**src/rtl/chan_scan_seq.sv**
```systemverilog
// Multi-channel scan sequencer: settles then dwells on each enabled channel of a 4:1 selector.
// Optional macro SCAN_CNT_EN adds the Scan_cnt completed-pass counter output.
module chan_scan_seq #(
  parameter int unsigned SETTLE_CYC = 2
) (
  input  logic       Clk,
  input  logic       Rst_n,
  input  logic       Start,
  input  logic       Stop,
  input  logic [3:0] Mask,
  input  logic [7:0] Dwell,
  input  logic       Cont,
  output logic [1:0] S,
  output logic       Sample,
  output logic       Busy,
  output logic       Done,
  output logic       Err
`ifdef SCAN_CNT_EN
  ,
  output logic [15:0] Scan_cnt
`endif
);

  localparam int unsigned CNT_W = 8;
  localparam logic [CNT_W-1:0] SETTLE_LAST = CNT_W'(SETTLE_CYC - 1);

  typedef enum logic [1:0] {
    IDLE   = 2'd0,
    SETTLE = 2'd1,
    DWELL  = 2'd2,
    DONE   = 2'd3
  } state_e;

  state_e           state_q, state_d;
  logic [CNT_W-1:0] cnt_q, cnt_d;
  logic [3:0]       mask_q, mask_d;
  logic [7:0]       dwell_q, dwell_d;
  logic             cont_q, cont_d;
  logic [1:0]       s_q, s_d;
  logic             sample_q, sample_d;
  logic             busy_q, busy_d;
  logic             done_q, done_d;
  logic             err_q, err_d;

  logic [1:0]       nxt_ch;
  logic             wrap;
  logic             start_ok;
  logic             dwell_last;

  function automatic logic [1:0] low_bit(input logic [3:0] m);
    low_bit = 2'd0;
    for (int i = 3; i >= 0; i--) begin
      if (m[i]) low_bit = 2'(i);
    end
  endfunction

  assign start_ok   = (state_q == IDLE) && Start && !Stop;
  assign dwell_last = (state_q == DWELL) && (cnt_q == dwell_q);

  // Next higher enabled channel; wrap when none lies above the current one
  always_comb begin
    nxt_ch = low_bit(mask_q);
    wrap   = 1'b1;
    for (int i = 3; i >= 0; i--) begin
      if ((i > int'(s_q)) && mask_q[i]) begin
        nxt_ch = 2'(i);
        wrap   = 1'b0;
      end
    end
  end

  // Next-state and registered-output decode
  always_comb begin
    state_d = state_q;
    cnt_d   = cnt_q;
    mask_d  = mask_q;
    dwell_d = dwell_q;
    cont_d  = cont_q;
    s_d     = s_q;
    err_d   = 1'b0;

    case (state_q)
      IDLE: begin
        if (start_ok) begin
          mask_d  = Mask;
          dwell_d = Dwell;
          cont_d  = Cont;
          if (Mask == 4'd0) begin
            err_d = 1'b1;
          end else begin
            s_d     = low_bit(Mask);
            cnt_d   = '0;
            state_d = SETTLE;
          end
        end
      end
      SETTLE: begin
        if (cnt_q == SETTLE_LAST) begin
          cnt_d   = '0;
          state_d = DWELL;
        end else begin
          cnt_d = cnt_q + CNT_W'(1);
        end
      end
      DWELL: begin
        if (dwell_last) begin
          cnt_d = '0;
          if (wrap && !cont_q) begin
            state_d = DONE;
          end else begin
            s_d     = nxt_ch;
            state_d = SETTLE;
          end
        end else begin
          cnt_d = cnt_q + CNT_W'(1);
        end
      end
      DONE: begin
        state_d = IDLE;
      end
      default: begin
        state_d = IDLE;
      end
    endcase

    // Abort wins over everything; the selector keeps its last channel
    if (Stop) begin
      state_d = IDLE;
      cnt_d   = '0;
      s_d     = s_q;
      err_d   = 1'b0;
    end

    sample_d = (state_d == DWELL);
    busy_d   = (state_d != IDLE);
    done_d   = (state_d == DONE);
  end

  always_ff @(posedge Clk or negedge Rst_n) begin
    if (!Rst_n) begin
      state_q  <= IDLE;
      cnt_q    <= '0;
      mask_q   <= '0;
      dwell_q  <= '0;
      cont_q   <= 1'b0;
      s_q      <= 2'd0;
      sample_q <= 1'b0;
      busy_q   <= 1'b0;
      done_q   <= 1'b0;
      err_q    <= 1'b0;
    end else begin
      state_q  <= state_d;
      cnt_q    <= cnt_d;
      mask_q   <= mask_d;
      dwell_q  <= dwell_d;
      cont_q   <= cont_d;
      s_q      <= s_d;
      sample_q <= sample_d;
      busy_q   <= busy_d;
      done_q   <= done_d;
      err_q    <= err_d;
    end
  end

  assign S      = s_q;
  assign Sample = sample_q;
  assign Busy   = busy_q;
  assign Done   = done_q;
  assign Err    = err_q;

`ifdef SCAN_CNT_EN
  // Completed-pass counter: bumps on every wrap, saturating
  logic [15:0] scnt_q, scnt_d;
  logic        pass_done;

  assign pass_done = dwell_last && wrap;

  always_comb begin
    scnt_d = scnt_q;
    if (start_ok) begin
      scnt_d = '0;
    end else if (pass_done && (scnt_q != 16'hFFFF)) begin
      scnt_d = scnt_q + 16'd1;
    end
  end

  always_ff @(posedge Clk or negedge Rst_n) begin
    if (!Rst_n) begin
      scnt_q <= '0;
    end else begin
      scnt_q <= scnt_d;
    end
  end

  assign Scan_cnt = scnt_q;
`endif

endmodule

```
**config.mk**
```make
export PLATFORM = sky130hd
export DESIGN_NAME = chan_scan_seq
export DESIGN_NICKNAME = d
export VERILOG_FILES = /design/src/rtl/chan_scan_seq.sv
export SDC_FILE = /design/constraint.sdc
export NUM_CORES = 1
export LEC_CHECK = 0
export BUFFER_PORTS_ARGS = -buffer_cell sky130_fd_sc_hd__buf_2
export CAP_MARGIN = 20
export CORE_UTILIZATION = 45
export DETAILED_ROUTE_END_ITERATION = 16
export PLACE_DENSITY_LB_ADDON = 0.1
export SLEW_MARGIN = 30
export SYNTH_ARGS = -nofsm -noshare
export SYNTH_HDL_FRONTEND = slang
export SYNTH_SLANG_ARGS = --single-unit
```
**constraint.sdc**
```tcl
create_clock -name Clk -period 4.8 [get_ports Clk]
set_input_delay 0.96 -clock Clk [delete_from_list [all_inputs] [get_ports Clk]]
set_output_delay 0.96 -clock Clk [all_outputs]
set_load 0.02 [all_outputs]
```
==> qor.csv <==
metric;value;unit
sequential fraction of the synthesis area;43.7;%
Detailed Routing Iterations Pass 1;4;
initial antenna violation count;0;
IO Pins;23;
drt total wl;3.25;mm
Tmin final;2400;ps
Net Count, Synth;170;
RSZ-0062 raised after global routing;no;
Crit. End Element;register;
multi-input logic area;878;µm²
Yosys top cell area share;43.7;%
cells on worst reg2reg path;5;
number of synthesized register bits;29;
CTS Hold Bufs;0;
via count of the first global-routing pass;1265;
Synth Instances;147;
Leakage;0.000855;µW
first-pass GRT wire length;5.82;mm
top layer in use;met4;
clock-pin slew on the worst setup and hold paths;60;ps
most frequent cell after synthesis;dfrtp_1;
CP max-delay cell;or4_4;
1st-iter DRT viols;71;
clk_skew;3.91;ps
status;finished, final reports clean;
CP Launch Type;input port;
routed via count;1226;
largest net degree at the start of global routing;30;
wire length on met3;165;µm
Sequential Area;726;µm²
Critical Path AT;2600;ps
cell family with most CP delay;compound AO/OA/AOI/OAI gates;
Fmax;416;MHz
Critical Path Max Stage Delay;570;ps
die width;62.7;µm
maximum VDD drop;248;µV
detailed-route vias per instance;5.60;
antenna fix cells;0;
I/O Buffers;22;
ANT nets after route;0;
met2 WL;1.51;mm
Tot GR Track Use;19.3;%
Longest Clk Path Bufs;2;
Setup-failing EPs final;0;
total of max-cap violations;0;
CP max FO;9;
synth-to-layout area growth;13.7;%
fillcell total;301;
HP Class;register to register;
Worst Tran Pin Value;685;ps
PwrDens;545;nW/µm²
Initial Util;48.2;%
Metal-1 WL;1.52;mm
Worst Path Buf+Inv;1;
clk sinks;29;
TritonCTS Buffers;5;
crit path cell chain;buf_2, or4_4, a311o_1, nand2_4, o31ai_4, a211oi_2;
Hold Path Stages;1;
Tcrit/Tclk final;50.1;%
HPWL after detailed placement;2.37;mm
Levels on crit path;6;
Synth top cells by count;29 x dfrtp_1, 13 x xor2_1, 12 x mux2_2, 12 x nor2_1, 7 x inv_1;
Critical Path RT;4990;ps
area leader, netlist;dfrtp_1;
commonest register cell after synthesis;dfrtp_1;
DIE HEIGHT;62.7;µm
Final WS setup;2400;ps
Root Driver;clkbuf_8;
core area;3440;µm²
Synthesis Warnings;0;
final hold violations;0;
grt ovf;0;
Post-synth EDFFs;0;
share of cells above drive strength 1;30.1;%
Cell Area, Synth;1660;µm²
DRC errors left;0;
dpl ws;2110;ps
die area;3940;µm²
cells taking the most area after synthesis;dfrtp_1 44%, mux2_2 8.1%, xor2_1 6.9%;
Post-Syn Area per Cell;11.3;µm²
clk_lat worst skew;280;ps
TritonCTS clock tree;built;
Row Count;21;
gpl congestion;0.815;
TNS Setup;0;ps
Setup CP Type;input port to register;
Nets;196;
Max-slew headroom;54.2;%
H-tree levels;2;
fraction of registers with async set/reset;100;%
post-synthesis cell type count;49;
fin. max-slew vios;0;
post-CTS setup buffer count;0;
WL/cell;14.8;µm
cts repair resizes;0;
area by class of cell:
cell class | count | share of cell area, %
Multi-Input combinational cell | 107 | 46.5
Sequential cell | 29 | 38.4
Timing Repair Buffer | 22 | 5.83
Clock buffer | 7 | 4.57
Tap cell | 46 | 3.05
Inverter | 8 | 1.59
layout by cell type (no fill, tap or decap), types with 2 or more instances in the layout:
cell type,netlist,routed
nand4_1,4,4
nand3_1,2,2
inv_1,7,7
a21oi_1,3,3
dfrtp_1,29,29
mux2_1,2,2
o22ai_1,2,2
nor2_1,12,12
mux2_2,12,12
o21ai_0,4,4
or3_1,2,2
nor4_4,2,2
nor4b_1,2,2
nor3_1,5,5
buf_2,0,22
clkbuf_8,0,6
ha_1,6,6
and3_1,2,2
xor2_1,13,13
nand2_1,5,5
nand2b_1,2,2
logic make-up (layout without fill, tap and decap cells):
family          count (synthesis)  after routing  synth area share (%)
xor+xnor                       14             14                  7.39
simple gates                   46             46                  17.4
flops                          29             29                  43.7
compound gates                 26             26                  13.5
buf+inv                        11             37                  3.39
fa+ha+maj                       6              6                  4.52
mux                            15             15                  10.1
sequential cells by signal (all words and copies together), names as in the netlist:
| signal | count |
|---|---|
| cnt_q | 8 |
| dwell_q | 8 |
| mask_q | 4 |
| S | 2 |
| state_q | 2 |
| Busy | 1 |
| Done | 1 |
| Err | 1 |
| Sample | 1 |
| cont_q | 1 |
final timing paths:
kind,slack (ps),to,from
worst max-delay path,2400,cnt_q[1],Mask[0]
worst min-delay path,520,cont_q,cont_q
worst max register to register,2730,S[1],cnt_q[2]
worst min register to register,520,cont_q,cont_q
max in group asynchronous,3670,dwell_q[0],Rst_n
min in group asynchronous,710,cnt_q[2],Rst_n
metal layers:
metal  track usage, %  up-vias
li1                 -      589
met1             25.3      593
met2             30.4       36
met3             4.01        8
met4             9.30        0
met5                0        -
worst register-to-register path, stage by stage, from the launching register on:
cell and delay, ps:
dfrtp_1 480, xor2_1 210, nor4_4 340, a21boi_2 150
a2111o_1 450, mux2_1 320
report_power, final:
part	switching [µW]	internal [µW]
registers	70.5	327
logic	234	198
clock network	86.5	113
through the flow:
stage / hold WS (ps) / cell area [µm²] / std cells / total power, µW / util (%)
2_1_floorplan: 481 / 1660 / 147 / 739 / -
3_3_place_gp: 504 / 1800 / 212 / 815 / 52.3
3_5_place_dp: 516 / 1800 / 212 / 831 / 52.3
4_1_cts: 528 / 1890 / 219 / 1030 / 54.9
5_1_grt: 542 / 1890 / 219 / 1110 / 54.9
6_report: 523 / 1890 / 219 / 1030 / 54.9
Note: power is estimated with default switching activity, not from simulation.
